--- config.mk ---
export PLATFORM = sky130hd
export DESIGN_NAME = shift_add_mult_8bit_flat
export DESIGN_NICKNAME = d
export VERILOG_FILES = /design/src/rtl/shift_add_mult_8bit_if.sv /design/src/rtl/shift_add_mult_8bit.sv /design/src/flat_wrapper.sv
export SDC_FILE = /design/constraint.sdc
export NUM_CORES = 1
export LEC_CHECK = 0
export CAP_MARGIN = 20
export CORE_MARGIN = 3
export CORE_UTILIZATION = 67
export DETAILED_ROUTE_END_ITERATION = 16
export DONT_BUFFER_PORTS = 1
export HOLD_SLACK_MARGIN = 0.03
export PLACE_DENSITY = 0.92
export SYNTH_ARGS = -nofsm -noshare
export SYNTH_HDL_FRONTEND = slang
export SYNTH_SLANG_ARGS = --single-unit
--- constraint.sdc ---
create_clock -name clk -period 3.2 [get_ports clk]
set_clock_uncertainty 0.05 [all_clocks]
set_input_delay 0.48 -clock clk [delete_from_list [all_inputs] [get_ports clk]]
set_output_delay 0.48 -clock clk [all_outputs]
set_load 0.05 [all_outputs]
--- src/rtl/shift_add_mult_8bit_if.sv ---
// Handshake and operand bus for the 8-bit shift-add multiplier.
// The requester drives start and the operands; the multiplier answers with
// busy, a one-cycle done pulse and the registered product.
interface shift_add_mult_8bit_if;
  logic        start;
  logic [7:0]  a;
  logic [7:0]  b;
  logic        busy;
  logic        done;
  logic [15:0] product;

  modport master (
    output start,
    output a,
    output b,
    input  busy,
    input  done,
    input  product
  );

  modport slave (
    input  start,
    input  a,
    input  b,
    output busy,
    output done,
    output product
  );
endinterface

--- src/rtl/shift_add_mult_8bit.sv ---
// Sequential 8x8 unsigned multiplier built on a single 8-bit carry-lookahead
// adder. One partial-product bit is retired per RUN cycle by conditionally
// adding the multiplicand into ACC and shifting {C,ACC,Q} right by one.
// A full operation is IDLE -> 8 x RUN -> DONE -> IDLE.

// 8-bit carry-lookahead adder organised as two 4-bit lookahead groups
// with a group-level carry between them.
module cla_adder_8bit (
  input  logic [7:0] a_i,
  input  logic [7:0] b_i,
  input  logic       cin_i,
  output logic [7:0] sum_o,
  output logic       cout_o
);
  logic [7:0] gen;
  logic [7:0] prop;
  logic [8:0] carry;
  logic       groupGenLo;
  logic       groupPropLo;
  logic       groupGenHi;
  logic       groupPropHi;

  assign gen  = a_i & b_i;
  assign prop = a_i ^ b_i;

  assign carry[0] = cin_i;

  assign carry[1] = gen[0] | (prop[0] & carry[0]);
  assign carry[2] = gen[1] | (prop[1] & gen[0]) | (prop[1] & prop[0] & carry[0]);
  assign carry[3] = gen[2] | (prop[2] & gen[1]) | (prop[2] & prop[1] & gen[0])
                  | (prop[2] & prop[1] & prop[0] & carry[0]);

  assign groupGenLo  = gen[3] | (prop[3] & gen[2]) | (prop[3] & prop[2] & gen[1])
                     | (prop[3] & prop[2] & prop[1] & gen[0]);
  assign groupPropLo = &prop[3:0];

  assign carry[4] = groupGenLo | (groupPropLo & carry[0]);

  assign carry[5] = gen[4] | (prop[4] & carry[4]);
  assign carry[6] = gen[5] | (prop[5] & gen[4]) | (prop[5] & prop[4] & carry[4]);
  assign carry[7] = gen[6] | (prop[6] & gen[5]) | (prop[6] & prop[5] & gen[4])
                  | (prop[6] & prop[5] & prop[4] & carry[4]);

  assign groupGenHi  = gen[7] | (prop[7] & gen[6]) | (prop[7] & prop[6] & gen[5])
                     | (prop[7] & prop[6] & prop[5] & gen[4]);
  assign groupPropHi = &prop[7:4];

  assign carry[8] = groupGenHi | (groupPropHi & groupGenLo)
                  | (groupPropHi & groupPropLo & carry[0]);

  assign sum_o  = prop ^ carry[7:0];
  assign cout_o = carry[8];
endmodule

module shift_add_mult_8bit (
  input  logic                  clk,
  input  logic                  rst,
  shift_add_mult_8bit_if.slave  bus
);
  typedef enum logic [1:0] {
    IDLE = 2'd0,
    RUN  = 2'd1,
    DONE = 2'd2
  } state_t;

  state_t      state_q, state_d;
  logic [7:0]  m_q, m_d;
  logic [7:0]  acc_q, acc_d;
  logic [7:0]  q_q, q_d;
  logic        c_q, c_d;
  logic [3:0]  cnt_q, cnt_d;
  logic [15:0] prod_q, prod_d;
  logic        busy_q, busy_d;
  logic        done_q, done_d;

  logic [7:0]  addSum;
  logic        addCout;
  logic [8:0]  partial;

  // The only adder in the block: ACC + M, carry-in grounded.
  cla_adder_8bit adder (
    .a_i    (acc_q),
    .b_i    (m_q),
    .cin_i  (1'b0),
    .sum_o  (addSum),
    .cout_o (addCout)
  );

  // Form {C,ACC} for this step: add M when the current multiplier bit is set.
  // C is always zero between steps because the shift clears it, so carrying
  // it through keeps the 17-bit {C,ACC,Q} view consistent.
  always_comb begin
    partial = {c_q, acc_q};
    if (q_q[0]) begin
      partial = {addCout, addSum};
    end
  end

  // Next-state and datapath update; the shift inserts 0 above C so the MSB
  // entering ACC is always the real carry, never a sign extension.
  always_comb begin
    state_d = state_q;
    m_d     = m_q;
    acc_d   = acc_q;
    q_d     = q_q;
    c_d     = c_q;
    cnt_d   = cnt_q;
    prod_d  = prod_q;
    busy_d  = busy_q;
    done_d  = done_q;

    case (state_q)
      IDLE: begin
        done_d = 1'b0;
        busy_d = 1'b0;
        if (bus.start) begin
          m_d     = bus.a;
          q_d     = bus.b;
          acc_d   = 8'h00;
          c_d     = 1'b0;
          cnt_d   = 4'd0;
          state_d = RUN;
          busy_d  = 1'b1;
        end
      end

      RUN: begin
        c_d   = 1'b0;
        acc_d = partial[8:1];
        q_d   = {partial[0], q_q[7:1]};
        cnt_d = cnt_q + 4'd1;
        if (cnt_q == 4'd7) begin
          state_d = DONE;
          busy_d  = 1'b0;
          done_d  = 1'b1;
          prod_d  = {partial[8:1], partial[0], q_q[7:1]};
        end
      end

      DONE: begin
        state_d = IDLE;
        busy_d  = 1'b0;
        done_d  = 1'b0;
      end

      default: begin
        state_d = IDLE;
        busy_d  = 1'b0;
        done_d  = 1'b0;
      end
    endcase
  end

  // All state, including the registered busy/done flags, with async reset.
  always_ff @(posedge clk or posedge rst) begin
    if (rst) begin
      state_q <= IDLE;
      m_q     <= 8'h00;
      acc_q   <= 8'h00;
      q_q     <= 8'h00;
      c_q     <= 1'b0;
      cnt_q   <= 4'd0;
      prod_q  <= 16'h0000;
      busy_q  <= 1'b0;
      done_q  <= 1'b0;
    end else begin
      state_q <= state_d;
      m_q     <= m_d;
      acc_q   <= acc_d;
      q_q     <= q_d;
      c_q     <= c_d;
      cnt_q   <= cnt_d;
      prod_q  <= prod_d;
      busy_q  <= busy_d;
      done_q  <= done_d;
    end
  end

  assign bus.busy    = busy_q;
  assign bus.done    = done_q;
  assign bus.product = prod_q;
endmodule

--- src/flat_wrapper.sv ---
// flat-port wrapper written by rule: the top's interface ports become plain ports
module shift_add_mult_8bit_flat 
  (clk, rst, bus_start, bus_a, bus_b, bus_busy, bus_done, bus_product);
  shift_add_mult_8bit_if bus_i ();
  input  logic clk;
  input  logic rst;
  input wire logic [$bits(bus_i.start)-1:0] bus_start;
  input wire logic [$bits(bus_i.a)-1:0] bus_a;
  input wire logic [$bits(bus_i.b)-1:0] bus_b;
  output wire logic [$bits(bus_i.busy)-1:0] bus_busy;
  output wire logic [$bits(bus_i.done)-1:0] bus_done;
  output wire logic [$bits(bus_i.product)-1:0] bus_product;
  assign bus_i.start = bus_start;
  assign bus_i.a = bus_a;
  assign bus_i.b = bus_b;
  assign bus_busy = bus_i.busy;
  assign bus_done = bus_i.done;
  assign bus_product = bus_i.product;
  shift_add_mult_8bit u_core (.clk(clk), .rst(rst), .bus(bus_i));
endmodule
; After elaboration in Yosys (flattened, before gate mapping)
; Index checks and enable logic that the tools add are counted.
[op_classes]
add_sub_neg = 1
n_eq_ne = 4
muxes = 17
bitwise_logic = 43
reduce_logical = 7
[op_table]
columns = operator, count
row1 = 8-bit one-hot mux with 2 select lines, 2
row2 = 1-bit bitwise AND, 24
row3 = 8-bit 2-to-1 mux, 2
row4 = 1-bit OR, 16
row5 = 8-bit bitwise XOR, 2
row6 = 9-bit 2-to-1 mux, 1
row7 = 8-bit bitwise AND, 1
row8 = 4-bit one-hot mux with 2 select lines, 1
row9 = 2-bit AND reduction, 4
row10 = 1-bit 2-to-1 mux, 5
row11 = "4-bit by 1-bit adder with 4-bit output, second input constant", 1
row12 = "4-bit by 3-bit == test with 1-bit output, second input constant", 1
row13 = 2-bit 2-to-1 mux, 2
row14 = 4-bit 2-to-1 mux, 1
row15 = 1-bit one-hot mux with 2 select lines, 2
row16 = 2-bit one-hot mux with 2 select lines, 1
row17 = 4-bit AND reduction, 1
row18 = "2-bit by 1-bit == test with 1-bit output, second input constant", 1
row19 = 2-bit logical NOT, 1
row20 = "2-bit by 1-bit inequality test with 1-bit output, second input constant", 1
row21 = "2-bit inequality test, second input constant", 1
row22 = 2-bit nonzero test, 1
[totals]
ff_bits = 49
in_bits = 19
wordCells = 81

; Logic depth before layout (Yosys ltp)
[depth]
depth_word = 10
ltp_mapped = 9
ltp_nobuf = 9

; Hierarchy
; Synthesis repeated with hierarchy kept, for this count alone.
[unflattened]
hier_cells = 195
hier_area_um2 = 2386.0
[by_module_without_submodules]
columns = module, n_inst, cells_each, area_per_inst_um2
row1 = shift_add_mult_8bit, 1, 159, 2064.5
row2 = cla_adder_8bit, 1, 36, 321.6

; Worst setup path after synthesis
; Ideal clock, no wire load.
[synth_timing]
path_kind = register to register
from = register u_core.m_q[2]
to = register u_core.acc_q[4]
arrival_time_ps = 1932
required_time_ps = 3016
path_slack_ps = 1084
stages_incl_launch_ff = 10
path_cell_list = dfrtp_1 > ha_1 > a41oi_1 > o21a_4 > inv_1 > fa_1 > xnor2_1 > nand2_1 > o21ai_0 > o21ai_0
[synth_between]
elab_chain_cells = 10
elab_cells_between_ends = 15
classes_between = mux (2) / bitwise (13)
[synth_lines]
columns = element, line_no
row1 = from (decl), shift_add_mult_8bit.sv:67  ; logic [7:0] m_q, m_d;
row2 = from (signal assigned), shift_add_mult_8bit.sv:168  ; m_q <= m_d;
row3 = 8-bit bitwise AND or 8-bit bitwise XOR (tied branches), "shift_add_mult_8bit.sv:23, shift_add_mult_8bit.sv:24"
row4 = "1-bit bitwise AND, on equally long branches", "shift_add_mult_8bit.sv:33, shift_add_mult_8bit.sv:34"
row5 = 1-bit OR (tied with other cells), shift_add_mult_8bit.sv:33  ; assign groupGenLo = gen[3] | (prop[3] & gen[2]) | (prop[3] & prop[2] & gen[1])
row6 = 1-bit OR or 1-bit bitwise AND (tied branches), "shift_add_mult_8bit.sv:33, shift_add_mult_8bit.sv:34"
row7 = 1-bit OR (*), shift_add_mult_8bit.sv:34  ; | (prop[3] & prop[2] & prop[1] & gen[0]);
row8 = 1-bit bitwise AND (*), shift_add_mult_8bit.sv:39  ; assign carry[5] = gen[4] | (prop[4] & carry[4]);
row9 = 1-bit OR (*), shift_add_mult_8bit.sv:39
row10 = 8-bit bitwise XOR (*), shift_add_mult_8bit.sv:51  ; assign sum_o = prop ^ carry[7:0];
row11 = 9-bit 2-to-1 mux (*), shift_add_mult_8bit.sv:94  ; if (q_q[0]) begin
row12 = 8-bit one-hot mux with 2 select lines (*), shift_add_mult_8bit.sv:112  ; case (state_q)
row13 = to (signal assigned), shift_add_mult_8bit.sv:159  ; acc_q <= 8'h00;
row14 = to (signal assigned), shift_add_mult_8bit.sv:169  ; acc_q <= acc_d;
row15 = to (decl), shift_add_mult_8bit.sv:68  ; logic [7:0] acc_q, acc_d;
; Every way passes the cells marked *; elsewhere a longest branch is shown, timed or not.
; A chain may end at the register's enable or synchronous reset.

; Final worst setup path
[layout_timing]
from = register u_core.acc_q[2]
to = register u_core.prod_q[12] (netlist: u_core.bus.product[12])
[layout_between]
elab_chain_cells = 9
elab_cells_between_ends = 14
classes_between = mux (1) / bitwise (13)
[layout_lines]
columns = element, line_no
row1 = 8-bit bitwise AND or 8-bit bitwise XOR (tied branches), "shift_add_mult_8bit.sv:23, shift_add_mult_8bit.sv:24"
row2 = "1-bit bitwise AND, on equally long branches", "shift_add_mult_8bit.sv:33, shift_add_mult_8bit.sv:34"
row3 = 1-bit OR (tied with other cells), shift_add_mult_8bit.sv:33
row4 = 1-bit OR or 1-bit bitwise AND (tied branches), "shift_add_mult_8bit.sv:33, shift_add_mult_8bit.sv:34"
row5 = 1-bit OR (*), shift_add_mult_8bit.sv:34
row6 = 1-bit bitwise AND (*), shift_add_mult_8bit.sv:39
row7 = 1-bit OR (*), shift_add_mult_8bit.sv:39
row8 = 8-bit bitwise XOR (*), shift_add_mult_8bit.sv:51
row9 = 9-bit 2-to-1 mux (*), shift_add_mult_8bit.sv:94
row10 = to (signal assigned), shift_add_mult_8bit.sv:173  ; prod_q <= prod_d;
row11 = to (decl), shift_add_mult_8bit.sv:72  ; logic [15:0] prod_q, prod_d;
; Marks and branches as above.

==> flow_summary_export.csv <==
group,metric,value,unit
critical_path,endpoint_kind,"register",
global_route,grt_pass1_wl,7.77,mm
place,dp_hpwl,3.36,mm
clocking,cts_sinks,48,
timing,finalSetupTns,0,ns
synth,netlist_top_cells_area,"dfrtp_1, nand2_1, o21ai_0",
synth,syn_area_per_cell,9.98,sq um
global_route,antenna_found_initial,0,
critical_path,crit_required,3.39,ns
synth,synth_top_area_frac,0.501,
clocking,cts_buffer_depth,2,
critical_path,arrival,2.51,ns
drt,final_antenna_net_count,0,
clocking,clock_latency,0.36,ns
synth,yosysTopAreaCell,"dfrtp_1",
die,io_pins,37,
drt,viasPerCell,6.01,
synth,ys_types,42,
min_path,hold_path_class,"in -> async",
timing,hold_viol,0,
power,power.switching,1.48,mW
drt,wl_per_cell,16.5,um
clocking,cts_hold_buffers,0,
drt,drtIter0Drc,174,
critical_path,crit_type,"reg -> reg",
place,io_buffers,0,
timing,fin_ws,0.880,ns
layout,stdcell_count,283,
timing,period_share,0.725,
timing,fmax,0.431,GHz
power,p_int,1.51,mW
critical_path,crit_fanout,7,
global_route,grt-busiest-layer,"met2",
power,p_clk_frac,0.098,
power,seq_power_share,0.518,
synth,synthCells,240,
timing,slew_violations,0,
drt,finalWirelength,4.67,mm
power,p_per_area,1220,mW/mm^2
power,combPwrFrac,0.383,
die,rows,21,
place,dp_cells,275,
synth,ys_seq_area_frac,0.501,
power,p_leak,1.14,nW
synth,yosys_warnings,0,
synth,async_flop_share,1.00,
clocking,cts_made_buffers,5,
layout,diodes,0,
timing,grt_setup_unrepaired,"no",
die,initial_core_util,0.707,
outcome,status,"finished, final reports clean",
synth,ys_ff_latch,48,
clocking,h-tree-depth,2,
clocking,cts.clk_slew.worst_paths,0.14,ns
place,gp_congestion,0.894,
power,vdd_ir_drop_max,0.598,mV
die,die_w,65.8,um
layout,nNetsFinal,266,
drt,vias,1701,
drt,dr.pass1.iters,5,
global_route,use_met2,0.373,
synth,synth_edf_count,0,
timing,relSlewSlack,0.368,
clocking,post_cts_buffers,0,
global_route,met3_usage,0.0578,
synth,ys.flop_type,"dfrtp_1",
die,dieHeight,65.8,um
global_route,gr-usage-met1,0.323,
place,place_worst_setup_slack,0.885,ns
critical_path,critPathLaunchType,"register",
clocking,cts-resized-gates,0,
die,die_area,0.00433,sq mm
global_route,grt_max_degree,49,
global_route,grt.overflow.total,0,
global_route,grt.total_usage,0.237,
die,core_area,0.00339,sq mm
timing,final-setup-viol-count,0,
timing,min_period,2.32,ns
synth,syn_area,0.00240,sq mm
layout,drive_gt1_frac,0.114,
drt,drc,0,
timing,worst_slew_pin_slew,0.946,ns
global_route,grt_pass1_vias,1660,
clocking,cts_tree,"done",
power,swShare,0.497,
clocking,cts-root-buf,"clkbuf_4",
flow_run,maxCapViolCount,0,
synth,synth_nets,270,
layout,areaGrowthSynthToFinish,2.66,%
Yosys cell counts (2+ instances only):
| master | number |
|---|---|
| buf_2 | 7 |
| nand3b_1 | 3 |
| a21o_1 | 3 |
| mux2_2 | 7 |
| xnor2_1 | 3 |
| nor4_1 | 2 |
| and3b_1 | 7 |
| nor2_1 | 13 |
| clkbuf_1 | 2 |
| dfrtp_1 | 48 |
| o21a_1 | 3 |
| buf_4 | 2 |
| a21oi_1 | 15 |
| o2111ai_1 | 2 |
| nand2_1 | 49 |
| ha_1 | 9 |
| o21ai_0 | 28 |
| mux2i_1 | 5 |
| fa_1 | 2 |
| inv_1 | 7 |
| a311oi_1 | 2 |
sequential cells by signal, summed over array words and instances, names as in the netlist:
name	count
u_core.bus.done	1
u_core.m_q	8
u_core.acc_q	8
u_core.state_q	2
u_core.bus.product	16
u_core.q_q	8
u_core.bus.busy	1
u_core.cnt_q	4
power groups by stage:
stage	registers [mW]	logic [mW]	clock network, mW
floorplan	1.44	1.01	0
CTS	1.55	1.15	0.299
detailed placement	1.56	1.15	0
global route	1.59	1.31	0.324
global placement	1.55	1.07	0
finish	1.55	1.15	0.293
per-stage QoR:
stage / cell area, sq um / hold slack (ns) / power (mW) / utilization
global placement: 2400 / 0.437 / 2.62 / 0.708
global route: 2460 / 0.191 / 3.22 / 0.726
CTS: 2460 / 0.174 / 3.00 / 0.726
detailed placement: 2400 / 0.450 / 2.71 / 0.708
floorplan: 2400 / 0.411 / 2.45 / -
finish: 2460 / 0.142 / 2.99 / 0.726
layout by cell type (no fill, tap or decap), types with 5 or more instances in the layout:
cell type	count
nand2_1	49
dfrtp_1	48
o21ai_0	28
a21oi_1	15
nor2_1	13
ha_1	9
and3b_1	7
mux2_2	7
inv_1	6
mux2i_1	5
clkbuf_4	5
worst max-delay path, stage by stage (launching register included):
cell	delay [ns]
dfrtp_1	0.43
ha_1	0.34
a41oi_1	0.27
o21a_4	0.20
inv_1	0.06
fa_1	0.41
xnor2_1	0.17
nand2_1	0.06
o21ai_0	0.11
o21ai_0	0.10
per-layer routing:
layer,share of wire,up-vias
met5,0,-
met4,0.015,0
met3,0.083,6
met2,0.48,68
met1,0.42,805
li1,-,822
final timing paths:
kind / startpoint / to / slack [ns] / cells past startpoint
hold / removal: rst / u_core.bus.product[0]$_DFFE_PP0P_ / 0.14 / 1
setup / recovery: u_core.acc_q[2]$_DFFE_PP0P_ / u_core.bus.product[12]$_DFFE_PP0P_ / 0.88 / 9
setup reg to reg: u_core.acc_q[2]$_DFFE_PP0P_ / u_core.bus.product[12]$_DFFE_PP0P_ / 0.88 / 9
min in group clk: bus_a[2] / u_core.m_q[2]$_DFFE_PP0P_ / 0.21 / 1
hold reg to reg: u_core.q_q[2]$_DFFE_PP0P_ / u_core.bus.product[1]$_DFFE_PP0P_ / 0.48 / 2
max in group asynchronous: rst / u_core.q_q[5]$_DFFE_PP0P_ / 2.34 / 1
cells by family (layout without fill, tap and decap cells):
logic type | after synthesis | in the layout | share of synthesized area
buffers and inverters | 20 | 17 | 0.0407
adders and majority gates | 11 | 11 | 0.0637
DFF | 48 | 48 | 0.501
muxes | 12 | 12 | 0.0538
and+or+nand+nor | 86 | 86 | 0.175
xor gates and xnor gates | 3 | 3 | 0.0110
AOI/OAI and AO/OA | 60 | 60 | 0.154
area by class of cell:
type / instances / area (sq um)
Sequential cell: 48 / 1200
Multi-Input combinational cell: 172 / 1100
Fill cell: 241 / 930
Tap cell: 46 / 57.6
Clock buffer: 6 / 51.3
Inverter: 8 / 35.0
Clock inverter: 2 / 10.0
Timing Repair Buffer: 1 / 7.51
(Power assumes the default switching activity.)
